--- config.mk ---
export PLATFORM = sky130hd
export DESIGN_NAME = boot_sequencer
export DESIGN_NICKNAME = d
export VERILOG_FILES = /design/src/rtl/boot_sequencer.sv
export SDC_FILE = /design/constraint.sdc
export NUM_CORES = 1
export LEC_CHECK = 0
export CAP_MARGIN = 10
export CORE_AREA = 4 4 167 169
export CTS_BUF_LIST = sky130_fd_sc_hd__clkbuf_8
export CTS_CLUSTER_SIZE = 8
export DETAILED_ROUTE_END_ITERATION = 10
export DIE_AREA = 0 0 171 173
export MAX_ROUTING_LAYER = met4
export PLACE_DENSITY = 0.42
export SYNTH_ARGS = -nofsm -noshare
export SYNTH_HDL_FRONTEND = slang
export SYNTH_SLANG_ARGS = --single-unit
--- constraint.sdc ---
create_clock -name CLK -period 4.7 [get_ports CLK]
set_clock_uncertainty 0.2 [all_clocks]
set_input_delay 0.94 -clock CLK [delete_from_list [all_inputs] [get_ports CLK]]
set_output_delay 0.94 -clock CLK [all_outputs]
set_load 0.005 [all_outputs]
--- src/rtl/boot_sequencer.sv ---
// Boot sequencer: streams a length-prefixed image into instruction RAM,
// then releases and watches the core. Optional run limit: BOOT_WATCHDOG_EN.
module boot_sequencer #(
  parameter int ADDR_W          = 10,
  parameter int RST_HOLD        = 2,
  parameter int WATCHDOG_CYCLES = 100000
) (
  input  logic              CLK,
  input  logic              RST,
  input  logic              start,
  input  logic              abort,
  input  logic [7:0]        rx_data,
  input  logic              rx_valid,
  output logic              rx_ready,
  output logic              imem_we,
  output logic [ADDR_W-1:0] imem_addr,
  output logic [31:0]       imem_wdata,
  output logic              core_rstn,
  input  logic [31:0]       core_idata,
  output logic              busy,
  output logic              halted,
  output logic              err,
  output logic [31:0]       cycles
);

  typedef enum logic [2:0] {
    S_IDLE,
    S_HDR0,
    S_HDR1,
    S_LOAD,
    S_REL,
    S_RUN,
    S_HALT,
    S_ERR
  } state_e;

  localparam int HOLD_W =
    (RST_HOLD > 1) ? $clog2(RST_HOLD) : 1;
  localparam logic [HOLD_W-1:0] HOLD_LAST =
    HOLD_W'(RST_HOLD - 1);
  localparam logic [16:0] CAP = 17'(2 ** ADDR_W);
  localparam logic [31:0] WD_LIM =
    32'(WATCHDOG_CYCLES);

  state_e state_q, state_d;

  logic [7:0]        nlo_q, nlo_d;
  logic [ADDR_W-1:0] last_q, last_d;
  logic [ADDR_W-1:0] ptr_q, ptr_d;
  logic [1:0]        lane_q, lane_d;
  logic [23:0]       word_q, word_d;
  logic [HOLD_W-1:0] hold_q, hold_d;
  logic              we_q, we_d;
  logic [ADDR_W-1:0] addr_q, addr_d;
  logic [31:0]       wdata_q, wdata_d;
  logic [31:0]       cyc_q, cyc_d;

  logic        xfer;
  logic        start_ok;
  logic [15:0] n_full;
  logic        hdr_bad;
  logic        last_word;
  logic        halt_hit;
  logic        wd_hit;
  logic [31:0] cyc_inc;

  assign xfer     = rx_valid & rx_ready;
  assign start_ok = start &&
    (state_q == S_IDLE || state_q == S_HALT ||
     state_q == S_ERR);
  assign n_full   = {rx_data, nlo_q};
  assign hdr_bad  = (n_full == 16'd0) ||
    ({1'b0, n_full} > CAP);
  assign last_word = (state_q == S_LOAD) && xfer &&
    (lane_q == 2'd3) && (ptr_q == last_q);
  // first RUN cycle has cycles==0: fetch still settling
  assign halt_hit = (state_q == S_RUN) &&
    (cyc_q != 32'd0) && (core_idata == 32'd0);
  assign cyc_inc  = (cyc_q == 32'hFFFF_FFFF) ?
    cyc_q : cyc_q + 32'd1;

`ifdef BOOT_WATCHDOG_EN
  assign wd_hit = (state_q == S_RUN) &&
    (cyc_inc == WD_LIM);
`else
  // no run limit in this build
  assign wd_hit = 1'b0 && (cyc_inc == WD_LIM);
`endif

  always_ff @(posedge CLK or posedge RST) begin
    if (RST) begin
      state_q <= S_IDLE;
    end else begin
      state_q <= state_d;
    end
  end

  always_comb begin
    state_d = state_q;
    if (abort) begin
      state_d = S_IDLE;
    end else begin
      unique case (state_q)
        S_IDLE, S_HALT, S_ERR: begin
          if (start) state_d = S_HDR0;
        end
        S_HDR0: begin
          if (xfer) state_d = S_HDR1;
        end
        S_HDR1: begin
          if (xfer) state_d = hdr_bad ? S_ERR : S_LOAD;
        end
        S_LOAD: begin
          if (last_word) state_d = S_REL;
        end
        S_REL: begin
          if (hold_q == HOLD_LAST) state_d = S_RUN;
        end
        S_RUN: begin
          if (halt_hit)    state_d = S_HALT;
          else if (wd_hit) state_d = S_ERR;
        end
        default: state_d = S_IDLE;
      endcase
    end
  end

  always_comb begin
    nlo_d   = nlo_q;
    last_d  = last_q;
    ptr_d   = ptr_q;
    lane_d  = lane_q;
    word_d  = word_q;
    hold_d  = '0;
    we_d    = 1'b0;
    addr_d  = addr_q;
    wdata_d = wdata_q;
    cyc_d   = cyc_q;
    if (!abort) begin
      if (start_ok) begin
        ptr_d  = '0;
        lane_d = 2'd0;
        cyc_d  = 32'd0;
      end
      if (state_q == S_HDR0 && xfer) nlo_d = rx_data;
      if (state_q == S_HDR1 && xfer) begin
        last_d = ADDR_W'(n_full - 16'd1);
      end
      if (state_q == S_LOAD && xfer) begin
        lane_d = lane_q + 2'd1;
        unique case (lane_q)
          2'd0: word_d[7:0]   = rx_data;
          2'd1: word_d[15:8]  = rx_data;
          2'd2: word_d[23:16] = rx_data;
          2'd3: begin
            we_d    = 1'b1;
            addr_d  = ptr_q;
            wdata_d = {rx_data, word_q};
            ptr_d   = ptr_q + 1'b1;
          end
          default: ;
        endcase
      end
      if (state_q == S_REL) hold_d = hold_q + 1'b1;
      if (state_q == S_RUN) cyc_d = cyc_inc;
    end
  end

  always_ff @(posedge CLK or posedge RST) begin
    if (RST) begin
      nlo_q   <= '0;
      last_q  <= '0;
      ptr_q   <= '0;
      lane_q  <= '0;
      word_q  <= '0;
      hold_q  <= '0;
      we_q    <= 1'b0;
      addr_q  <= '0;
      wdata_q <= '0;
      cyc_q   <= '0;
    end else begin
      nlo_q   <= nlo_d;
      last_q  <= last_d;
      ptr_q   <= ptr_d;
      lane_q  <= lane_d;
      word_q  <= word_d;
      hold_q  <= hold_d;
      we_q    <= we_d;
      addr_q  <= addr_d;
      wdata_q <= wdata_d;
      cyc_q   <= cyc_d;
    end
  end

  always_comb begin
    rx_ready  = 1'b0;
    core_rstn = 1'b0;
    busy      = 1'b0;
    halted    = 1'b0;
    err       = 1'b0;
    unique case (state_q)
      S_HDR0, S_HDR1, S_LOAD: begin
        rx_ready = 1'b1;
        busy     = 1'b1;
      end
      S_REL:  busy = 1'b1;
      S_RUN: begin
        busy      = 1'b1;
        core_rstn = 1'b1;
      end
      S_HALT: halted = 1'b1;
      S_ERR:  err    = 1'b1;
      default: ;
    endcase
  end

  assign imem_we    = we_q;
  assign imem_addr  = addr_q;
  assign imem_wdata = wdata_q;
  assign cycles     = cyc_q;

endmodule

# [Word-level counts from Yosys, hierarchy flattened]
# Cells that the tools add are included.
# W data, S select, Z words.
[classes] bitwise=2 reduce_logical=30 eq_ne=19 order_cmp=1 muxes=27 add_sub_neg=5
[op_table] operator="$mux W32" count=3
[op_table] operator="$add A32 B1 Y32 const B" count=1
[op_table] operator="$eq A32 B32 Y1 const B" count=1
[op_table] operator="$logic_not A32 Y1" count=1
[op_table] operator="$reduce_bool A32 Y1" count=1
[op_table] operator="$mux W10" count=3
[op_table] operator="$mux W3" count=8
[op_table] operator="$ne A3 B3 Y1 const B" count=6
[op_table] operator="$pmux W3 S6" count=1
[op_table] operator="$gt A16 B11 Y1 const B" count=1
[op_table] operator="$logic_not A16 Y1" count=1
[op_table] operator="$reduce_and A3 Y1" count=5
[op_table] operator="$eq A3 B3 Y1 const B" count=4
[op_table] operator="$add A10 B1 Y10 const B" count=1
[op_table] operator="$eq A10 B10 Y1" count=1
[op_table] operator="$mux W1" count=10
[op_table] operator="$sub A10 B1 Y10 const B" count=1
[op_table] operator="$logic_and A1 B1 Y1" count=8
[op_table] operator="$eq A3 B2 Y1 const B" count=2
[op_table] operator="$reduce_and A2 Y1" count=3
[op_table] operator="$reduce_and A6 Y1" count=1
[op_table] operator="$reduce_or A3 Y1" count=2
[op_table] operator="$reduce_or A5 Y1" count=1
[op_table] operator="$eq A2 B2 Y1 const B" count=2
[op_table] operator="other kinds (12)" count=16
[totals] word_cells=97 regBits=133 in_bits=45 output_inout_bits=80

# [Depth between registers and ports, before layout]
[depth] ltp_word=10 mapped_depth=8 ltp_nobuf=8

# [Worst setup path after synthesis]
# Ideal clock, no wire load.
[synth_timing] path_type="input to register" startpoint="input port abort" endpoint="register cyc_q[22] (netlist: cycles[22])" arrival_ns=2.366 stages=7 setup_slack_ns=2.002 path_buffers=2 cell_sequence="buf_2 -> or3_4 -> a31o_1 -> buf_6 -> a2111oi_4 -> xnor2_1 -> nor2_1"
[synth_between] elab_chain_len=2
[synth_lines] item="from (decl)" line="11" text="input logic abort,"
[synth_lines] item="$not A1 Y1 (no source line)"
[synth_lines] item="$reduce_and A3 Y1 (no source line)"
[synth_lines] item="to (signal assigned)" line="191" text="cyc_q <= cyc_d;"
[synth_lines] item="to (decl)" line="56" text="logic [31:0] cyc_q, cyc_d;"
# Every way passes these cells.
# A chain may end at the register's enable or synchronous reset.

# [Worst setup path in the final report]
[layout_timing] startpoint="register state_q[2]" endpoint="output port core_rstn"
[layout_between] elab_chain_len=2
[layout_lines] item="from (decl)" line="45" text="state_e state_q, state_d;"
[layout_lines] item="from (signal assigned)" line="94" text="state_q <= state_d;"
[layout_lines] item="$eq A3 B3 Y1" line="201" text="unique case (state_q)"
[layout_lines] item="$mux W1" line="201"
[layout_lines] item="to (decl)" line="18" text="output logic core_rstn,"
# Every way passes these cells.

==> summary.txt <==
Floorplanning
  • Starting density of the core: 24.5%
  • Die Span Y: 173 um
  • Std-Cell Rows: 60
  • Core footprint: 26600 um^2
  • Ports: 125
  • Die Area: 29600 um^2
  • Die width: 171 um

Synthesis
  • Post-synthesis sequential area ratio: 51.2%
  • Syn Area/Cell: 9.98 um^2
  • Async S/R FF share, synth: 100%
  • FF+latch count, synth: 133
  • Syn Inst Count: 652
  • Synthesized Nets: 706
  • Yosys cell types: 60
  • Synth warn: 0
  • Number of synthesized flops with an enable pin: 0
  • Mapped cell area: 6510 um^2
  • Synth Flop Type: dfrtp_1

Critical path
  • Critical path arrival: 2.25 ns
  • CP max-delay cell: dfrtp_1
  • Worst r2r src: cycles[0]
  • Startpoint types: flip-flop
  • Worst endpoint required time: 3.56 ns
  • Crit end category: output port
  • Critical path fanouts, max: 16
  • Reg2Reg Depth: 7
  • CP cell instances: nand2_2, nor2_1, clkdlybuf4s50_1
  • Largest stage delay on the critical path: 0.72 ns
  • Reg-to-reg endpoint: cycles[19]
  • Worst reg-to-reg setup slack: 1.95 ns
  • Crit Path Category: reg -> out

Clocking
  • Clock sinks: 133
  • Clk_lat worst skew: 0.45 ns
  • H-Tree Depth: 4
  • # hold bufs at CTS: 0
  • CTS tree: yes
  • Clock-pin slew of the registers on the worst-case setup and hold paths: 0.09 ns
  • Setup Buffers After CTS: 0
  • Max clock buf depth: 2
  • Post_cts resized: 0
  • CTS Root Cell: clkbuf_8
  • CTS Buf Count: 17

Global routing
  • GRT overflow: 0
  • Largest net degree at the start of global routing: 104
  • Vias in the first global route: 5332
  • Initial antenna violation count: 0
  • Total Routing Usage GR: 13.3%
  • First-pass GRT wire length: 30.3 mm

STA
  • Worst-Margin Slew: 0.962 ns
  • Final Slew Violations: 0
  • Max_slew headroom: 35.9%
  • Final period util: 72.0%
  • Peak Freq: 295 MHz
  • Min Tclk post-route: 3.39 ns
  • Final setup viols: 0
  • Final Hold Fails: 0
  • Unrepaired setup endpoints after global routing: false
  • Fin Setup TNS: 0 ns

Flow run
  • Max Cap Viol: 0

Pwr
  • Clk pwr share: 31.9%
  • Switching Share: 32.2%
  • PwrDens: 349 nW/um^2
  • Peak supply drop: 0.130 mV
  • Power Internal: 2.00 mW
  • Combinational share of power: 19.1%
  • Net switching power: 953 uW
  • P_leak: 3.77 nW
  • Sequential share of power: 49.0%

Detailed routing
  • Vias/cell: 4.58
  • DR iter-0 viols: 219
  • Final wirelength: 19.1 mm
  • Pre-Repair DR Iteration Count: 4
  • Total number of vias: 5169
  • Number of remaining DRC errors: 0
  • Routed Antenna Nets: 0
  • DR WL/cell: 16.9 um

Hold path
  • Hold wc startpoint: word_q[17]
  • Worst Hold End: imem_wdata[17]
  • Hold Crit Class: reg -> reg
  • Hold path depth: 2

Finish
  • Most common cell after layout, fill and taps aside: nand2_1
  • Nets@finish: 828
  • Area Overhead vs Synth: 30.3%
  • ANT cells: 0
  • Layout cells sized above 1: 12.1%
  • Most frequent cells in the layout: nand2_1 (150), dfrtp_1 (133), clkdlybuf4s50_1 (124), nor2_1 (34), mux2_2 (31)
  • Non-Filler Instances: 1128

Placement
  • PortBufs: 124
  • Inst Count DP: 1096
  • GP Congestion: 0.719
  • Detailed Place HPWL: 13.2 mm

Outcome
  • Outcome: finished, final reports clean
==> worst max-delay path: cells and delay by family (launching register included) <==
family,cells,cell delay (ns)
buf+inv,1,0.60
flops,1,0.72
simple gates,2,0.49
==> metal layers <==
layer,vias to the layer above,routed length (um),track usage [%]
li1,2535,-,-
met2,133,8440,19.9
met1,2491,9550,18.7
met4,0,161,2.97
met5,-,0,-
met3,10,923,2.93
==> flip-flops by register name (all words and copies together), names as in the netlist <==
name        flops
cycles         32
imem_addr      10
last_q         10
hold_q          1
ptr_q          10
nlo_q           8
state_q         3
lane_q          2
imem_wdata     32
word_q         24
imem_we         1
==> power by group through the flow <==
stage | sequential (mW) | clock, mW | combinational, mW
after global routing | 1.48 | 1.02 | 0.638
after floorplan | 1.41 | 0 | 0.415
after detailed placement | 1.47 | 0 | 0.576
after global placement | 1.47 | 0 | 0.573
after CTS | 1.45 | 0.984 | 0.579
final | 1.45 | 0.943 | 0.564
==> worst max-delay path by stage <==
stage | endpoint | slack (ns) | startpoint
2_1_floorplan | cycles[0] | 0.006 | RST
3_5_place_dp | imem_wdata[28] | 1.15 | abort
6_report | core_rstn | 1.31 | state_q[2]
3_3_place_gp | imem_wdata[28] | 1.14 | abort
4_1_cts | core_rstn | 1.24 | state_q[2]
5_1_grt | core_rstn | 1.15 | state_q[2]
==> logic make-up after synthesis <==
logic type               after synthesis  share of synthesized area (%)
buffers and inverters                 45                           3.12
XOR/XNOR                              33                           4.44
adder cells (fa/ha/maj)               10                           1.88
AO/OA/AOI/OAI                         91                           9.35
AND/OR/NAND/NOR                      302                           23.5
multiplexers                          38                           6.58
flip-flops                           133                           51.2
==> synth_stat cells (2+ instances only) <==
cell type | n | area [um^2]
nand2_4 | 2 | 22.5
mux2_1 | 7 | 78.8
or4_1 | 10 | 75.1
nand3_1 | 20 | 100
o31ai_1 | 12 | 90.1
nand4_1 | 8 | 50.1
buf_1 | 2 | 7.51
buf_2 | 6 | 30.0
clkbuf_1 | 17 | 63.8
or3_1 | 11 | 68.8
o21ai_0 | 21 | 105
xor2_1 | 19 | 166
o21ai_1 | 15 | 75.1
inv_1 | 15 | 56.3
o2111ai_1 | 3 | 26.3
and3_1 | 9 | 56.3
o211ai_1 | 6 | 45.0
nor4_4 | 3 | 63.8
xnor2_1 | 14 | 123
o31a_1 | 2 | 17.5
nand2_1 | 150 | 563
nor4_1 | 19 | 119
and2_1 | 5 | 31.3
and4_1 | 3 | 26.3
nor2_1 | 35 | 131
nor3_1 | 11 | 55.1
ha_1 | 9 | 113
mux2_2 | 31 | 349
nor3_2 | 3 | 30.0
a21oi_1 | 20 | 100
buf_6 | 3 | 33.8
dfrtp_1 | 133 | 3330
==> per-stage QoR <==
step / cell area [um^2] / worst slack [ns] / hold slack, ns / utilization [%] / power (mW)
global route: 8470 / 1.15 / 0.301 / 31.9 / 3.14
global placement: 8100 / 1.14 / 0.253 / 30.5 / 2.05
finish: 8470 / 1.31 / 0.271 / 31.9 / 2.96
detailed placement: 8100 / 1.15 / 0.254 / 30.5 / 2.05
floorplan: 6510 / 0.00560 / 0.233 / - / 1.83
CTS: 8470 / 1.24 / 0.276 / 31.9 / 3.02
==> cell type report <==
type / count / area [um^2]
timing repair buffer: 132 / 1300
sequential: 133 / 3330
clock buffer: 17 / 234
fill: 2812 / 18100
inverter: 16 / 65.1
tap: 341 / 427
multi-input combinational: 474 / 2980
clock inverter: 15 / 141
No activity file was read; power rests on OpenSTA's default activity.
